## config.mk

```make
export PLATFORM = sky130hd
export DESIGN_NAME = mul_result_queue
export DESIGN_NICKNAME = d
export VERILOG_FILES = /design/src/rtl/mul_result_queue.sv
export SDC_FILE = /design/constraint.sdc
export NUM_CORES = 1
export LEC_CHECK = 0
export ABC_AREA = 1
export BUFFER_PORTS_ARGS = -buffer_cell sky130_fd_sc_hd__buf_2
export CAP_MARGIN = 20
export CORE_MARGIN = 2
export CORE_UTILIZATION = 34
export DETAILED_ROUTE_END_ITERATION = 7
export SKIP_CTS_REPAIR_TIMING = 1
export SLEW_MARGIN = 20
export SYNTH_ARGS = -nofsm -noshare
export SYNTH_HDL_FRONTEND = slang
export SYNTH_SLANG_ARGS = --single-unit
```

## constraint.sdc

```tcl
create_clock -name clk -period 4.7 [get_ports clk]
set_input_delay 0.47 -clock clk [delete_from_list [all_inputs] [get_ports clk]]
set_output_delay 0.47 -clock clk [all_outputs]
set_load 0.05 [all_outputs]
```

## src/rtl/mul_result_queue.sv

```systemverilog
// Result capture behind the sequential multiplier: tracks the busy-phase product and cycle
// count, then commits each finished result into a small first-word-fall-through queue.
module mul_result_queue #(
  parameter int WIDTH = 16,
  parameter int CNT_W = 3,
  parameter int DEPTH = 4
) (
  input  logic                       clk,
  input  logic                       rst,
  input  logic                       clear,
  input  logic [WIDTH-1:0]           in,
  input  logic                       done,
  output logic [WIDTH-1:0]           live_data,
  output logic [CNT_W-1:0]           live_cycles,
  output logic                       out_valid,
  input  logic                       out_ready,
  output logic [WIDTH-1:0]           out_data,
  output logic [CNT_W-1:0]           out_cycles,
  output logic                       out_sat,
  output logic [$clog2(DEPTH+1)-1:0] level,
  output logic                       full,
  output logic                       overflow
);

  localparam int LVL_W = $clog2(DEPTH + 1);
  localparam int PTR_W = $clog2(DEPTH);
  localparam int ENT_W = WIDTH + CNT_W + 1;
  localparam logic [CNT_W-1:0] CNT_MAX = {CNT_W{1'b1}};

  // Returns {next_count, next_sat}; the count sticks at its maximum and flags saturation.
  function automatic logic [CNT_W:0] sat_inc(input logic [CNT_W-1:0] cnt, input logic sat);
    if (cnt == CNT_MAX) return {cnt, 1'b1};
    return {cnt + CNT_W'(1), sat};
  endfunction

  logic [WIDTH-1:0] live_data_q, live_data_d;
  logic [CNT_W-1:0] live_cycles_q, live_cycles_d;
  logic             sat_q, sat_d;
  logic             done_q_q, done_q_d;
  logic             overflow_q, overflow_d;
  logic [PTR_W-1:0] wr_ptr_q, wr_ptr_d;
  logic [PTR_W-1:0] rd_ptr_q, rd_ptr_d;
  logic [LVL_W-1:0] level_q, level_d;
  logic [ENT_W-1:0] last_q, last_d;
  logic [ENT_W-1:0] mem_q [DEPTH];
  logic [ENT_W-1:0] head;
  logic             is_full, is_valid, push, pop, wr_en;

  assign is_full  = (level_q == LVL_W'(DEPTH));
  assign is_valid = (level_q != '0);
  assign head     = mem_q[rd_ptr_q];

  always_comb begin
    live_data_d   = live_data_q;
    live_cycles_d = live_cycles_q;
    sat_d         = sat_q;
    done_q_d      = done_q_q;
    overflow_d    = overflow_q;
    wr_ptr_d      = wr_ptr_q;
    rd_ptr_d      = rd_ptr_q;
    level_d       = level_q;
    last_d        = last_q;
    push          = 1'b0;
    pop           = 1'b0;
    wr_en         = 1'b0;
    if (clear) begin
      live_data_d   = '0;
      live_cycles_d = '0;
      sat_d         = 1'b0;
      done_q_d      = 1'b1;
      overflow_d    = 1'b0;
      wr_ptr_d      = '0;
      rd_ptr_d      = '0;
      level_d       = '0;
      last_d        = '0;
    end else begin
      done_q_d = done;
      push     = done && !done_q_q;
      pop      = is_valid && out_ready;
      if (!done) begin
        live_data_d                  = in;
        {live_cycles_d, sat_d}       = sat_inc(live_cycles_q, sat_q);
      end else if (push) begin
        live_cycles_d = '0;
        sat_d         = 1'b0;
      end
      // A full queue still accepts the commit when the head leaves on the same edge.
      wr_en = push && (!is_full || pop);
      if (push && is_full && !pop) overflow_d = 1'b1;
      if (wr_en) wr_ptr_d = wr_ptr_q + PTR_W'(1);
      if (pop) begin
        rd_ptr_d = rd_ptr_q + PTR_W'(1);
        last_d   = head;
      end
      case ({wr_en, pop})
        2'b10:   level_d = level_q + LVL_W'(1);
        2'b01:   level_d = level_q - LVL_W'(1);
        default: level_d = level_q;
      endcase
    end
  end

  always_ff @(posedge clk or posedge rst) begin
    if (rst) begin
      live_data_q   <= '0;
      live_cycles_q <= '0;
      sat_q         <= 1'b0;
      done_q_q      <= 1'b1;
      overflow_q    <= 1'b0;
      wr_ptr_q      <= '0;
      rd_ptr_q      <= '0;
      level_q       <= '0;
      last_q        <= '0;
    end else begin
      live_data_q   <= live_data_d;
      live_cycles_q <= live_cycles_d;
      sat_q         <= sat_d;
      done_q_q      <= done_q_d;
      overflow_q    <= overflow_d;
      wr_ptr_q      <= wr_ptr_d;
      rd_ptr_q      <= rd_ptr_d;
      level_q       <= level_d;
      last_q        <= last_d;
    end
  end

  // Storage holds data only; occupancy decides which slots are meaningful.
  always_ff @(posedge clk) begin
    if (wr_en) mem_q[wr_ptr_q] <= {live_data_q, live_cycles_q, sat_q};
  end

  assign live_data   = live_data_q;
  assign live_cycles = live_cycles_q;
  assign out_valid   = is_valid;
  assign level       = level_q;
  assign full        = is_full;
  assign overflow    = overflow_q;
  assign {out_data, out_cycles, out_sat} = is_valid ? head : last_q;

endmodule

```

==> metrics.csv <==
metric;value;unit
clk_latency;0.41;ns
synthTopCellsByCount;nand2_1, edfxtp_1, nor2_1, dfrtp_1, o21ai_0;
first_iter_violations;307;
synth.most_common_cell;nand2_1;
cts_root_buffer;clkbuf_16;
crit_fanout;22;
hp-class;input port to async pin;
critPathCaptureType;output pin;
cts_buffers;17;
setup_tns;0;ns
synth_nets;498;
synth_edf_count;80;
crit_arrival;2.63;ns
syn_to_final_growth;20.4;%
worst_path_largest_cell_delay;0.67;ns
routabilityCongestion;0.799;
grt_max_degree;50;
grt_usage;14.8;%
ys_seq_area_share;67.3;%
power_frac_clock;32.9;%
dp_hpwl;7600;um
n_antenna_cell;0;
path_class;flip-flop to output pin;
drtAntennaViolNets;0;
crit_chain;inv_1 > o21ai_0 > o22a_1 > o21ai_1 > buf_2;
hold_viol;0;
relSlewSlack;52.3;%
irDropWorstVdd;0.283;mV
firstDrtPassIters;5;
status;completed;
grt_overflow_total;0;
num_rows;46;
skew;0.00881;ns
fin_nets;563;
fmax;323;MHz
yosys.cell_types.count;32;
path_clk_slew;0.05;ns
cp-start-kind;flip-flop;
r2r_start;level[1];
final_util;41.3;%
yosysWarnings;0;
synth_seq_cells;129;
critical-path-top-delay-family;buffers and inverters;
drive_gt1_share;25.0;%
pwr-share-seq;34.3;%
cts_max_level;4;
synth.top_cell.area_share;44.5;%
port_buffers;65;
dieWidth;130;um
syn_area_per_cell;11.5;um^2
wirelength;12000;um
hold_ws;0.238;ns
placed_cell_area;5910;um^2
r2r-end;level[2];
r2r_setup_slack;2.64;ns
viasPerCell;4.76;
synthFlopType;edfxtp_1;
fp.dieH;130;um
wire_per_inst;15.6;um
synth_area_leaders;edfxtp_1, dfrtp_1, nand2_1, o21ai_0, nor2_1;
vias;3636;
ios;66;
netlist_area;5390;um^2
cp_slowest_cell;inv_1;
drv_cap;0;
p_sw_share;38.8;%
initial_utilization;34.3;%
grt_pass1_wl;18800;um
p_comb_share;32.8;%
setup_ws;1.60;ns
setup_violations;0;
core-area;15700;um^2
dp_slack;1.99;ns
clk_path_buf_depth;2;
p_leak;2.71;nW
drv_slew;0;
grt_pass1_vias;3487;
rsz0062_at_grt;false;
route.detailed.drc;0;
min_period;3.10;ns
syn_inst;470;
power.density;608;nW/um^2
worstPathRequired;4.23;ns
reg2regPathDepth;12;
final_area;6490;um^2
clock_sinks;129;
p_switching;1.53;mW
synthArstFlopShare;38.0;%
synth_top_area_cell;edfxtp_1;
die_area;16900;um^2
internal_power;2.42;mW
worst_pin_slew;0.715;ns
cts_tree;built;
antenna_found_initial;0;
crit_buf_inv;2;
final.period_utilization;65.9;%
[layout make-up]
cell class | instances | area (um^2)
Multi-Input combinational cell | 291 | 1540
Inverter | 23 | 86.3
Clock buffer | 20 | 447
Timing Repair Buffer | 73 | 385
Tap cell | 216 | 270
Fill cell | 1494 | 9220
Clock inverter | 12 | 140
Sequential cell | 129 | 3630
[flip-flops by register name, indices dropped and copies added, names as in the netlist]
register     flops
done_q_q         1
last_q          20
level            3
live_cycles      3
live_data       16
mem_q           80
overflow         1
rd_ptr_q         2
sat_q            1
wr_ptr_q         2
[layer usage]
metal	global-route usage (%)	vias up	share of wire (%)
li1	-	1760	-
met1	20.0	1769	47
met2	23.1	95	47
met3	3.94	12	5.1
met4	5.31	0	1.4
met5	0	-	0
[worst max path at each step]
stage	end	cells after the start	start	slack, ns
after floorplan	out_cycles[0]	5	level[1]	2.10
after global placement	out_cycles[0]	5	rd_ptr_q[1]	2.03
after detailed placement	out_data[3]	5	rd_ptr_q[1]	1.99
after CTS	out_data[1]	5	rd_ptr_q[1]	1.55
after global routing	out_data[4]	5	rd_ptr_q[1]	1.35
final	out_data[1]	5	rd_ptr_q[1]	1.60
[worst min-delay path, delay by kind of cell]
kind                   cells  cell delay [ns]
buffers and inverters      3             0.66
[power by group through the flow]
stage          sequential, mW  clock, mW  combinational [mW]
2_1_floorplan            1.42          0               0.976
3_3_place_gp             1.37          0                1.28
3_5_place_dp             1.38          0                1.30
4_1_cts                  1.35       1.32                1.31
5_1_grt                  1.37       1.37                1.40
6_report                 1.35       1.30                1.29
[through the flow]
stage / total power, mW / cells
after global routing: 4.14 / 764
after detailed placement: 2.68 / 732
after floorplan: 2.40 / 470
after CTS: 3.98 / 764
final: 3.95 / 764
after global placement: 2.65 / 732
[cell usage in the layout, fill, tap and decap left out, types with 8 or more instances in the layout]
master     synthesis  layout
buf_2             16      65
buf_4              1       8
clkbuf_16          0      17
dfrtp_1           48      48
edfxtp_1          80      80
inv_1             20      18
nand2_1           88      88
nand3_1           19      19
nor2_1            50      50
o21ai_0           43      43
o21ai_1           26      26
o21ai_2           20      20
o22a_1            20      20
[logic make-up after synthesis]
family,after synthesis,share of synthesized area (%)
flip-flops,129,67.3
AND/OR/NAND/NOR,169,13.0
AO/OA/AOI/OAI,115,13.7
adder cells (fa/ha/maj),7,1.76
buffers and inverters,50,4.22
(Power assumes the default switching activity.)
